--- src/rtl/payload_engine_ctrl_if.sv ---
// Handshake bundle between the payload engine controller, the byte stream,
// the engine bank and the alert logic.
interface payload_engine_ctrl_if #(
  parameter int N_ENG = 64,
  parameter int ID_W  = 6,
  parameter int CNT_W = 7
);
  logic             in_valid;
  logic             in_sof;
  logic             in_eof;
  logic             in_ready;
  logic             eng_sod;
  logic             eng_en;
  logic             eng_flush;
  logic [N_ENG-1:0] eng_match;
  logic             rpt_valid;
  logic             rpt_ready;
  logic [ID_W-1:0]  rpt_id;
  logic             rpt_done;
  logic [CNT_W-1:0] rpt_count;
  logic             err_sof;

  modport master (
    input  in_valid, in_sof, in_eof, eng_match, rpt_ready,
    output in_ready, eng_sod, eng_en, eng_flush,
    output rpt_valid, rpt_id, rpt_done, rpt_count, err_sof
  );

  modport slave (
    output in_valid, in_sof, in_eof, eng_match, rpt_ready,
    input  in_ready, eng_sod, eng_en, eng_flush,
    input  rpt_valid, rpt_id, rpt_done, rpt_count, err_sof
  );
endinterface

--- src/rtl/payload_engine_ctrl.sv ---
// Sequences a bank of payload-match engines over one packet at a time and
// reports the matching engine IDs one per cycle, followed by a done pulse.
module payload_engine_ctrl #(
  parameter int N_ENG     = 64,
  parameter int ID_W      = 6,
  parameter int FLUSH_CYC = 1,
  parameter int CNT_W     = 7
) (
  input logic                  clk,
  input logic                  rst,
  payload_engine_ctrl_if.master bus
);
  localparam int FC_W = (FLUSH_CYC > 1) ? $clog2(FLUSH_CYC) : 1;

  localparam logic [2:0] IDLE    = 3'd0;
  localparam logic [2:0] CLEAR   = 3'd1;
  localparam logic [2:0] SCAN    = 3'd2;
  localparam logic [2:0] FLUSH   = 3'd3;
  localparam logic [2:0] CAPTURE = 3'd4;
  localparam logic [2:0] REPORT  = 3'd5;
  localparam logic [2:0] DONE    = 3'd6;

  logic [2:0]       state_r;
  logic [2:0]       state_nx_s;
  logic             sod_r;
  logic             got_first_r;
  logic [FC_W-1:0]  flush_cnt_r;
  logic [N_ENG-1:0] snapshot_r;
  logic [CNT_W-1:0] count_r;

  logic in_ready_s;
  logic eng_en_s;
  logic eng_flush_s;
  logic err_sof_s;
  logic rpt_valid_s;
  logic accept_s;
  logic take_s;
  logic flush_last_s;

  function automatic logic [CNT_W-1:0] popcount(input logic [N_ENG-1:0] v);
    logic [CNT_W-1:0] c;
    c = '0;
    for (int i = 0; i < N_ENG; i++) begin
      c = c + CNT_W'(v[i]);
    end
    return c;
  endfunction

  // Scanning downward leaves the lowest set index as the final winner.
  function automatic logic [ID_W-1:0] lowest_idx(input logic [N_ENG-1:0] v);
    logic [ID_W-1:0] id;
    id = '0;
    for (int i = N_ENG - 1; i >= 0; i--) begin
      if (v[i]) begin
        id = ID_W'(i);
      end else begin
        id = id;
      end
    end
    return id;
  endfunction

  assign flush_last_s = (flush_cnt_r == FC_W'(FLUSH_CYC - 1));
  assign rpt_valid_s  = (state_r == REPORT) && (snapshot_r != '0);
  assign take_s       = rpt_valid_s && bus.rpt_ready;
  assign accept_s     = bus.in_valid && in_ready_s;

  // Per-state input gating, engine strobes and next-state selection.
  always_comb begin
    in_ready_s  = 1'b0;
    eng_en_s    = 1'b0;
    eng_flush_s = 1'b0;
    err_sof_s   = 1'b0;
    state_nx_s  = state_r;
    case (state_r)
      IDLE: begin
        in_ready_s = !(bus.in_valid && bus.in_sof);
        if (bus.in_valid && bus.in_sof) begin
          state_nx_s = CLEAR;
        end else begin
          state_nx_s = IDLE;
        end
      end
      CLEAR: begin
        state_nx_s = SCAN;
      end
      SCAN: begin
        err_sof_s  = got_first_r && bus.in_valid && bus.in_sof;
        in_ready_s = !err_sof_s;
        eng_en_s   = bus.in_valid && in_ready_s;
        if (err_sof_s) begin
          state_nx_s = CLEAR;
        end else if (bus.in_valid && in_ready_s && bus.in_eof) begin
          state_nx_s = FLUSH;
        end else begin
          state_nx_s = SCAN;
        end
      end
      FLUSH: begin
        eng_en_s    = 1'b1;
        eng_flush_s = 1'b1;
        if (flush_last_s) begin
          state_nx_s = CAPTURE;
        end else begin
          state_nx_s = FLUSH;
        end
      end
      CAPTURE: begin
        state_nx_s = REPORT;
      end
      REPORT: begin
        if (snapshot_r == '0) begin
          state_nx_s = DONE;
        end else begin
          state_nx_s = REPORT;
        end
      end
      DONE: begin
        state_nx_s = IDLE;
      end
      default: begin
        state_nx_s = IDLE;
      end
    endcase
  end

  // FSM state, engine clear strobe, packet flags, flush counter, match snapshot.
  always_ff @(posedge clk or posedge rst) begin
    if (rst) begin
      state_r     <= IDLE;
      sod_r       <= 1'b0;
      got_first_r <= 1'b0;
      flush_cnt_r <= '0;
      snapshot_r  <= '0;
      count_r     <= '0;
    end else begin
      state_r <= state_nx_s;
      sod_r   <= (state_nx_s == CLEAR);

      if (state_r == CLEAR) begin
        got_first_r <= 1'b0;
      end else if (state_r == SCAN && accept_s) begin
        got_first_r <= 1'b1;
      end else begin
        got_first_r <= got_first_r;
      end

      if (state_r == FLUSH) begin
        flush_cnt_r <= flush_cnt_r + FC_W'(1);
      end else begin
        flush_cnt_r <= '0;
      end

      // Clearing the lowest set bit retires exactly the ID just handed over.
      if (state_r == CAPTURE) begin
        snapshot_r <= bus.eng_match;
        count_r    <= popcount(bus.eng_match);
      end else if (take_s) begin
        snapshot_r <= snapshot_r & (snapshot_r - N_ENG'(1));
        count_r    <= count_r;
      end else begin
        snapshot_r <= snapshot_r;
        count_r    <= count_r;
      end
    end
  end

  // Strobes are masked while rst is high so reset values appear immediately.
  assign bus.in_ready  = in_ready_s && !rst;
  assign bus.eng_en    = eng_en_s && !rst;
  assign bus.eng_flush = eng_flush_s && !rst;
  assign bus.err_sof   = err_sof_s && !rst;
  assign bus.eng_sod   = rst || sod_r;
  assign bus.rpt_valid = rpt_valid_s;
  assign bus.rpt_id    = lowest_idx(snapshot_r);
  assign bus.rpt_done  = (state_r == DONE);
  assign bus.rpt_count = count_r;
endmodule

--- src/flat_wrapper.sv ---
// flat-port wrapper written by rule: the top's interface ports become plain ports
module payload_engine_ctrl_flat 
#(
  parameter int N_ENG     = 64,
  parameter int ID_W      = 6,
  parameter int FLUSH_CYC = 1,
  parameter int CNT_W     = 7
)
  (clk, rst, bus_in_valid, bus_in_sof, bus_in_eof, bus_eng_match, bus_rpt_ready, bus_in_ready, bus_eng_sod, bus_eng_en, bus_eng_flush, bus_rpt_valid, bus_rpt_id, bus_rpt_done, bus_rpt_count, bus_err_sof);
  payload_engine_ctrl_if #(.N_ENG(N_ENG), .ID_W(ID_W), .CNT_W(CNT_W)) bus_i ();
  input logic clk;
  input logic rst;
  input wire logic [$bits(bus_i.in_valid)-1:0] bus_in_valid;
  input wire logic [$bits(bus_i.in_sof)-1:0] bus_in_sof;
  input wire logic [$bits(bus_i.in_eof)-1:0] bus_in_eof;
  input wire logic [$bits(bus_i.eng_match)-1:0] bus_eng_match;
  input wire logic [$bits(bus_i.rpt_ready)-1:0] bus_rpt_ready;
  output wire logic [$bits(bus_i.in_ready)-1:0] bus_in_ready;
  output wire logic [$bits(bus_i.eng_sod)-1:0] bus_eng_sod;
  output wire logic [$bits(bus_i.eng_en)-1:0] bus_eng_en;
  output wire logic [$bits(bus_i.eng_flush)-1:0] bus_eng_flush;
  output wire logic [$bits(bus_i.rpt_valid)-1:0] bus_rpt_valid;
  output wire logic [$bits(bus_i.rpt_id)-1:0] bus_rpt_id;
  output wire logic [$bits(bus_i.rpt_done)-1:0] bus_rpt_done;
  output wire logic [$bits(bus_i.rpt_count)-1:0] bus_rpt_count;
  output wire logic [$bits(bus_i.err_sof)-1:0] bus_err_sof;
  assign bus_i.in_valid = bus_in_valid;
  assign bus_i.in_sof = bus_in_sof;
  assign bus_i.in_eof = bus_in_eof;
  assign bus_i.eng_match = bus_eng_match;
  assign bus_i.rpt_ready = bus_rpt_ready;
  assign bus_in_ready = bus_i.in_ready;
  assign bus_eng_sod = bus_i.eng_sod;
  assign bus_eng_en = bus_i.eng_en;
  assign bus_eng_flush = bus_i.eng_flush;
  assign bus_rpt_valid = bus_i.rpt_valid;
  assign bus_rpt_id = bus_i.rpt_id;
  assign bus_rpt_done = bus_i.rpt_done;
  assign bus_rpt_count = bus_i.rpt_count;
  assign bus_err_sof = bus_i.err_sof;
  payload_engine_ctrl #(.N_ENG(N_ENG), .ID_W(ID_W), .FLUSH_CYC(FLUSH_CYC), .CNT_W(CNT_W)) u_core (.clk(clk), .rst(rst), .bus(bus_i));
endmodule
--- config.mk ---
export PLATFORM = sky130hd
export DESIGN_NAME = payload_engine_ctrl_flat
export DESIGN_NICKNAME = d
export VERILOG_FILES = /design/src/rtl/payload_engine_ctrl_if.sv /design/src/rtl/payload_engine_ctrl.sv /design/src/flat_wrapper.sv
export SDC_FILE = /design/constraint.sdc
export NUM_CORES = 1
export LEC_CHECK = 0
export BUFFER_PORTS_ARGS = -buffer_cell sky130_fd_sc_hd__buf_2
export CAP_MARGIN = 20
export CORE_AREA = 2 2 115 117
export CTS_BUF_LIST = sky130_fd_sc_hd__clkbuf_2
export CTS_CLUSTER_SIZE = 8
export DETAILED_ROUTE_END_ITERATION = 16
export DIE_AREA = 0 0 117 119
export GPL_ROUTABILITY_DRIVEN = 1
export PLACE_DENSITY = 0.79
export SLEW_MARGIN = 20
export SYNTH_ARGS = -nofsm -noshare
export SYNTH_HDL_FRONTEND = slang
export SYNTH_SLANG_ARGS = --single-unit
--- constraint.sdc ---
create_clock -name clk -period 4.2 [get_ports clk]
set_input_delay 0.21 -clock clk [delete_from_list [all_inputs] [get_ports clk]]
set_output_delay 0.21 -clock clk [all_outputs]
set_load 0.03 [all_outputs]
Word level (Yosys, flattened, before mapping)
Cells that the tools add are included.
{ "op_classes": {"n_eq_ne": 7, "n_bitwise": 1, "add_sub_neg": 65, "mux": 79, "reduce_logical": 22} }
{ "ops": {"columns": ["operator", "n"], "rows": [
  ["7-bit by 1-bit adder with 7-bit output", 62],
  ["6-bit two-way mux", 64],
  ["64-bit two-way mux", 2],
  ["64-bit AND", 1],
  ["64-bit logical NOT", 1],
  ["64-bit nonzero test", 1],
  ["64-bit by 1-bit subtractor with 64-bit output (second input constant)", 1],
  ["3-bit case mux with 6 select lines", 1],
  ["1-bit logical AND", 13],
  ["3-bit equality test (second input constant)", 3],
  ["1-bit two-way mux", 7],
  ["3-bit by 1-bit equality test with 1-bit output (second input constant)", 2],
  ["3-bit by 2-bit equality test with 1-bit output (second input constant)", 2],
  ["3-bit two-way mux", 2],
  ["1-bit case mux with 2 select lines", 2],
  ["2-bit nonzero test", 2],
  ["1-bit logical NOT", 3],
  ["3-bit logical NOT", 1],
  ["1-bit by 1-bit adder with 2-bit output", 1],
  ["2-bit two-way mux", 1],
  ["1-bit adder (second input constant)", 1],
  ["1-bit logical OR", 1]
]} }
{ "word_totals": {"out_inout_bits": 20, "ff_bits": 77, "inputBits": 70} }

Logic depth before layout (Yosys ltp)
Gate-level depths: netlist of the first run.
{ "depth": {"depth_word": 64, "ltp_mapped": 21} }

Least setup slack after synthesis of the first run
No wires, ideal clock.
{ "synth_timing": {"path_kind": "input -> register", "start": "input port bus_eng_match[0]", "end": "register u_core.count_r[6], in the netlist u_core.bus.rpt_count[6]", "setup_ps": 126, "path_slack_ps": -1703, "stages": 18, "arrival_ps": 5777, "n_path_buf": 0, "cell_sequence": "ha_1 -> inv_1 -> fa_1 -> fa_1 -> fa_1 -> fa_1 -> fa_1 -> fa_1 -> fa_1 -> fa_1 -> inv_1 -> fa_1 -> fa_1 -> a21o_1 -> a21oi_1 -> nor2b_1 -> o21ai_0 -> a21oi_1"} }
{ "synth_between": {"elab_chain_len": 63} }
{ "synth_lines": {"columns": ["item", "line_no", "source"], "rows": [
  ["from (decl)", "flat_wrapper.sv:16", "input wire logic [$bits(bus_i.eng_match)-1:0] bus_eng_match;"],
  ["1-bit by 1-bit adder with 2-bit output", "payload_engine_ctrl.sv:44", "c = c + CNT_W'(v[i]);"],
  ["7-bit by 1-bit adder with 7-bit output (62 in series)", "payload_engine_ctrl.sv:44", null],
  ["to (signal assigned)", "payload_engine_ctrl.sv:157", "count_r <= popcount(bus.eng_match);"],
  ["to (signal assigned)", "payload_engine_ctrl.sv:160", "count_r <= count_r;"],
  ["to (signal assigned)", "payload_engine_ctrl.sv:163", "count_r <= count_r;"],
  ["to (decl)", "payload_engine_ctrl.sv:29", "logic [CNT_W-1:0] count_r;"]
]} }
No other way between the ends.
A chain may end at the register's enable or synchronous reset.

Worst setup path after layout of the first run
Ends and elaborated chain as after synthesis.

==> run_results.csv, run 1 <==
group,metric,value,unit
floorplan,die_h,119,um
timing,rsz0062_at_grt,"yes",
logic_synthesis,netlist_instances,719,
clocking,cts_tree,"done",
logic_synthesis,ys.flop_type,"dfrtp_1",
timing,min_period,5.29,ns
layout,fin_area,7820,um^2
worst_setup_path,crit_chain,"buf_2 -> ha_1 -> inv_1 -> fa_1 -> fa_1 -> fa_1 -> fa_1 -> fa_1 -> fa_1 -> fa_1 -> fa_1 -> inv_2 -> fa_2 -> fa_2 -> a21o_1 -> a21oi_2 -> nor2b_1 -> o21ai_1 -> a21oi_1",
placed_design,postPlaceCellArea,7170,um^2
timing,slew_viol_final,0,
clocking,cts_buffers,9,
global_routing,antenna_found_initial,0,
clocking,cts.sinks,77,
logic_synthesis,yosys.area_share.xor_xnor,0.423,%
timing,setup_ws,-1.09,ns
hold_path,worstHoldStart,"bus_eng_match[19]",
timing,maxSlewHeadroom,34.6,%
floorplan,dieWidth,117,um
worst_setup_path,max_stage_delay,0.53,ns
timing,tightestPinTransition,0.974,ns
global_routing,grt_max_degree,52,
drt,drc,0,
clocking,ctsHtreeMaxLevel,3,
logic_synthesis,synth_nets,859,
logic_synthesis,yosys_warnings,0,
clocking,clk_latency,0.62,ns
clocking,clockRootBuffer,"clkbuf_2",
power_and_ir_drop,p_per_area,995,nW/um^2
drt,viasPerCell,5.71,
drt,wire_per_inst,18.0,um
worst_setup_path,start_kind,"primary input",
logic_synthesis,synth.avg_cell_area,8.65,um^2
drt,dr_wl_met2,9090,um
worst_setup_path,cp.arrival,5.82,ns
run_status,outcome,"complete, but fails checks",
drt,routed-wl-met3,1520,um
worst_setup_path,cp.required,4.74,ns
layout,area_growth,25.8,%
worst_setup_path,critPathMostFrequentCell,"fa_1",
global_routing,grt_pass1_wl,31500,um
layout,n_antenna_cell,0,
drt,wl_met1,8090,um
drt,dr.max_layer_used,"met4",
logic_synthesis,synth_fa_ha_area_share,20.6,%
logic_synthesis,synth_top_cell_area_share,31.0,%
global_routing,grtUsageTotal,29.7,%
placed_design,dp_hpwl,14300,um
floorplan,ioPinCount,90,
timing,fin_crit_sh,126,%
logic_synthesis,synth_compound_area_share,15.6,%
worst_setup_path,critical_path.slowest_cell,"fa_1",
floorplan,core_area,12900,um^2
logic_synthesis,yosys.cell_types.count,54,
placed_design,place_congestion,0.992,
timing,hold_violations,0,
hold_path,min_path_type,"in2reg",
worst_setup_path,critPathBufInv,3,
drt,vias,6111,
timing,tns,-6.22,ns
run,drv_cap,0,
logic_synthesis,synth_edf_count,0,
layout,stdcell_count,1070,
timing,fin_worst_skew,0.0390,ns
layout,fin_util,60.7,%
logic_synthesis,seq_area_frac_synth,31.0,%
placed_design,dp_cells,1004,
global_routing,grt_pass1_vias,6031,
floorplan,num_rows,42,
layout,final_nets,1029,
worst_setup_path,rr_startpoint,"u_core.snapshot_r[8]",
power_and_ir_drop,peakVddDrop,0.00259,V
worst_setup_path,crit_start,"bus_eng_match[0]",
drt,ant_nets,0,
logic_synthesis,synthTopCellsByArea,"dfrtp_1 31%, fa_1 17%, inv_1 5.7%",
timing,fmax,189,MHz
logic_synthesis,ys_ff_latch,77,
timing,setup_viol,7,
worst_setup_path,crit_family,"adder cells",
logic_synthesis,async_flop_share,100,%
placed_design,dp_slack,-1.77,ns
run_status,violations,"negative setup slack",
drt,drtIter0Drc,598,
layout,fill_cells,1116,
logic_synthesis,synth_area_leader_cell,"dfrtp_1",
floorplan,initial_core_util,48.3,%
global_routing,grt-ovfl-total,0,
logic_synthesis,syn_area,6220,um^2
logic_synthesis,synth_top_family_by_area,"simple AND/OR/NAND/NOR gates",
logic_synthesis,synthMuxAreaShare,2.25,%
power_and_ir_drop,power.leakage,3.87,nW
worst_setup_path,worstSetupEndpointType,"register",
drt,dr.pass1.iters,5,
layout,drive_gt1_share,21.0,%
logic_synthesis,synth-simple-area-share,22.5,%
clocking,clockBufferDepth,2,
placed_design,portBuffers,89,
worst_setup_path,crit_fanout,2,
floorplan,dieArea,13900,um^2
drt,drt_wl_total,19300,um
clocking,path_clk_slew,0.24,ns
worst_setup_path,path_class,"in2reg",
cells in the final DEF, fill, tap and decap left out, types with 9 or more instances in the layout:
cell and n:
inv_1 86, buf_2 84, dfrtp_1 77, nand2_1 66
nor2_1 63, fa_1 52, buf_4 50, dlygate4sd3_1 46
a21oi_1 45, o21ai_0 38, nor4_1 30, nor3_1 28
or4_1 18, ha_1 16, a31oi_1 15, mux2i_1 14
nand3_1 11, clkbuf_2 11, inv_2 9
path summary, 6_finish.rpt:
path                                      endpoint  slack (ns)  cells after the start
max                        u_core.bus.rpt_count[6]       -1.09                     19
min                          u_core.snapshot_r[19]        0.02                      5
max reg2reg                      u_core.state_r[0]        0.99                      6
min reg2reg                     u_core.flush_cnt_r        0.49                      1
max in group asynchronous    u_core.snapshot_r[58]        2.81                      4
min in group asynchronous    u_core.snapshot_r[10]        0.29                      3
cell type report:
| cell class | instances | area [um^2] | area share (%) |
|---|---|---|---|
| repair buffers | 188 | 1360 | 17.3 |
| clock buffers | 11 | 55.1 | 0.704 |
| inverters | 95 | 357 | 4.56 |
| well taps | 176 | 220 | 2.82 |
| clock inverters | 5 | 51.3 | 0.656 |
| multi-input cells | 518 | 3860 | 49.3 |
| flip-flops and latches | 77 | 1930 | 24.6 |
per-stage QoR:
stage,power (mW),hold slack [ns]
after floorplan,4.71,0.315
after global placement,6.20,0.458
after detailed placement,6.34,0.456
after CTS,7.22,0.00411
after global routing,8.52,0.0241
final,7.78,0.0196
cells in the mapped netlist, drive strengths merged (14+ instances only):
cell type,count
o21ai,43
a21oi,47
nor4,31
mux2i,14
nand2,68
nor2,64
clkbuf,27
fa,54
a31oi,15
dfrtp,77
inv,95
nor3,30
or4,18
ha,16
per-layer routing:
metal,up-vias,GRT usage (%)
met5,-,0
met4,0,9.78
met3,45,6.01
met2,259,46.2
met1,2952,41.6
li1,2855,-
worst reg2reg max path, delay by kind of cell, from the launching register on:
family / cells / cell delay, ns
AND/OR/NAND/NOR: 4 / 1.94
flip-flops: 1 / 0.52
AO/OA/AOI/OAI: 1 / 0.33
buffers and inverters: 1 / 0.32
where the power goes:
group / internal, mW / leakage, nW / switching, mW
logic: 3.42 / 2.80 / 3.05
registers: 0.807 / 1.01 / 0.0729
clock network: 0.138 / 0.0694 / 0.292
kinds of logic after synthesis:
logic type	Yosys count
AO/OA/AOI/OAI	159
XOR/XNOR	3
adder cells (fa/ha/maj)	70
buffers and inverters	124
flip-flops	77
multiplexers	14
AND/OR/NAND/NOR	272
registers in the layout, summed over array words and instances (netlist names):
signal                cells
u_core.snapshot_r        64
u_core.bus.rpt_count      7
u_core.state_r            3
u_core.flush_cnt_r        1
u_core.got_first_r        1
u_core.sod_r              1
timing repair:
action	CTS	global route
setup endpoints to repair	7	7
buffers inserted	2	3
pin swaps	8	7
gates resized for setup	14	11
hold buffers	46	0
endpoints found under the hold margin	83	0
(Power assumes the default switching activity.)
==> run 2: changes to the inputs <==
Settings changed: CTS_BUF_LIST sky130_fd_sc_hd__clkbuf_2 to not set, GPL_TIMING_DRIVEN set to 0.
==> run 2 against run 1 <==
  * The run still ends with negative setup slack left
  * Worst hold slack better by 0.041 ns
  * Count of clock-buffer cells in the layout is 1 lower
  * First-iteration DRC count is 43% higher
==> run_results.csv, run 2 (same netlist as run 1, synthesis figures left out) <==
group,metric,value,unit
run_status,outcome,"complete, but fails checks",
run_status,violations,"negative setup slack",
worst_setup_path,critPathMostFrequentCell,"fa_1",
power_and_ir_drop,swShare,43.3,%
worst_setup_path,cp.arrival,5.84,ns
worst_setup_path,cp.required,4.44,ns
worst_setup_path,worstSetupEndpointType,"register",
layout,regMostFlops,"u_core.snapshot_r",
timing,fin_crit_sh,133,%
drt,ant_nets,0,
global_routing,top_usage_layer,"met2",
floorplan,dieArea,13900,um^2
global_routing,grt-ovfl-total,0,
hold_path,hold_end,"u_core.snapshot_r[1]",
hold_path,whs_path_depth,3,
clocking,clk_latency,0.36,ns
layout,layout_common_cells,"90 x inv_1, 85 x buf_2, 77 x dfrtp_1, 68 x nand2_1, 64 x nor2_1",
power_and_ir_drop,p_sw,3.15,mW
timing,setup_viol,7,
placed_design,portBuffers,89,
layout,layout_commonest_cell,"inv_1",
layout,drive_gt1_share,16.4,%
floorplan,num_rows,42,
floorplan,initial_core_util,48.3,%
worst_setup_path,start_kind,"primary input",
power_and_ir_drop,internal_power,4.12,mW
clocking,cts.sinks,77,
global_routing,grtUsageTotal,31.8,%
worst_setup_path,timing.rr.end,"u_core.snapshot_r[43]",
power_and_ir_drop,pwr-share-seq,12.1,%
power_and_ir_drop,power.leakage,3.59,nW
placed_design,place_congestion,0.994,
timing,hold_violations,0,
timing,rsz0062_at_grt,"yes",
worst_setup_path,crit_chain,"buf_8 -> fa_1 -> inv_1 -> fa_1 -> inv_2 -> fa_1 -> inv_1 -> fa_1 -> inv_1 -> fa_1 -> inv_2 -> fa_1 -> fa_1 -> fa_1 -> inv_1 -> fa_2 -> fa_2 -> a21o_1 -> a21oi_2 -> nor2b_1 -> o21ai_1 -> a21oi_1",
drt,drc,0,
drt,dr.pass1.iters,6,
run,drv_cap,0,
timing,fin_worst_skew,0.0109,ns
global_routing,grt_pass1_vias,6033,
floorplan,core_area,12900,um^2
timing,maxSlewHeadroom,28.4,%
global_routing,grt_max_degree,42,
worst_setup_path,critPathBufInv,7,
global_routing,use_met2,46.5,%
timing,min_period,5.60,ns
timing,slew_viol_final,0,
clocking,clockBufferDepth,2,
worst_setup_path,rr_startpoint,"u_core.snapshot_r[8]",
clocking,cts_buffers,9,
timing,holdWs,0.0606,ns
layout,largest_reg_flops,64,
worst_setup_path,max_stage_delay,0.53,ns
global_routing,antenna_found_initial,0,
placed_design,dp_hpwl,15900,um
worst_setup_path,critical_path.slowest_cell,"fa_1",
timing,tightestPinTransition,1.07,ns
drt,viasPerCell,6.11,
clocking,path_clk_slew,0.06,ns
floorplan,die_h,119,um
drt,drt_wl_total,20800,um
drt,drtIter0Drc,856,
floorplan,ioPinCount,90,
worst_setup_path,regToRegSetupSlack,1.07,ns
layout,n_antenna_cell,0,
timing,tns,-7.98,ns
hold_path,min_path_type,"in2reg",
power_and_ir_drop,peakVddDrop,0.00227,V
worst_setup_path,reg2regPathDepth,6,
clocking,ctsHtreeMaxLevel,3,
global_routing,use_met1,45.0,%
timing,setup_ws,-1.40,ns
clocking,cts_tree,"done",
hold_path,worstHoldStart,"bus_eng_match[1]",
timing,fmax,179,MHz
layout,fill_cells,1163,
power_and_ir_drop,p_per_area,988,nW/um^2
global_routing,use_met3,7.58,%
worst_setup_path,path_class,"in2reg",
power_and_ir_drop,pwr-share-clk,12.9,%
clocking,clockRootBuffer,"clkbuf_16",
layout,area_growth,18.4,%
floorplan,dieWidth,117,um
power_and_ir_drop,finalPower,7.27,mW
layout,final_nets,963,
worst_setup_path,crit_start,"bus_eng_match[54]",
drt,wire_per_inst,20.7,um
worst_setup_path,crit_family,"adder cells",
power_and_ir_drop,comb_power_share,74.9,%
drt,vias,6133,
global_routing,grt_pass1_wl,33000,um
worst_setup_path,crit_fanout,2,
[run 2: worst max-delay path by stage]
stage	to	slack [ns]	cells past startpoint
after floorplan	u_core.bus.rpt_count[6]	-1.44	21
after global placement	u_core.bus.rpt_count[6]	-1.81	20
after detailed placement	u_core.bus.rpt_count[6]	-1.80	19
after CTS	u_core.bus.rpt_count[4]	-1.38	21
after global routing	u_core.bus.rpt_count[6]	-1.60	22
final	u_core.bus.rpt_count[6]	-1.40	22
[run 2: metal layers]
metal  up-vias  part of all wire, %
met1      2937                   40
met5         -                    0
li1       2715                    -
met2       410                   45
met4         0                  4.1
met3        71                   11
[run 2: layout make-up]
class / instances / area, um^2 / area share [%]
Clock inverter: 6 / 110 / 1.50
Clock buffer: 10 / 239 / 3.25
Sequential cell: 77 / 1930 / 26.2
Inverter: 95 / 359 / 4.88
Tap cell: 176 / 220 / 2.99
Timing Repair Buffer: 93 / 526 / 7.14
Buffer: 29 / 119 / 1.62
Multi-Input combinational cell: 518 / 3860 / 52.4
[run 2: worst reg2reg max path, cell delays in order (launching register included)]
cell,delay (ns)
dfrtp_1,0.44
or4_1,0.54
clkbuf_2,0.19
or4b_4,0.61
nand2b_1,0.28
nor3_1,0.73
a31oi_1,0.19
[run 2: power groups by stage]
stage | Combinational (mW) | Sequential [mW] | Clock [mW]
2_1_floorplan | 3.77 | 0.935 | 0
3_3_place_gp | 4.61 | 0.886 | 0
3_5_place_dp | 4.73 | 0.888 | 0
4_1_cts | 5.50 | 0.874 | 0.941
5_1_grt | 6.07 | 0.890 | 0.977
6_report | 5.45 | 0.884 | 0.940
[run 2: per-stage QoR]
| stage | setup slack (ns) | cell area [um^2] | instances | utilization [%] |
|---|---|---|---|---|
| after CTS | -1.38 | 7350 | 1004 | 57.1 |
| after floorplan | -1.44 | 6230 | 719 | - |
| final | -1.40 | 7360 | 1004 | 57.2 |
| after global routing | -1.60 | 7360 | 1004 | 57.2 |
| after detailed placement | -1.80 | 6920 | 985 | 53.7 |
| after global placement | -1.81 | 6890 | 984 | 53.5 |
[run 2: timing repair]
action                     4_1_cts  5_1_grt
setup buffers                    2        0
hold buffers                     1        0
setup endpoints to repair        7        7
gates resized for setup         17        3
pin swaps                        8        5
cloned                           0        0
hold endpoints to repair        39        0
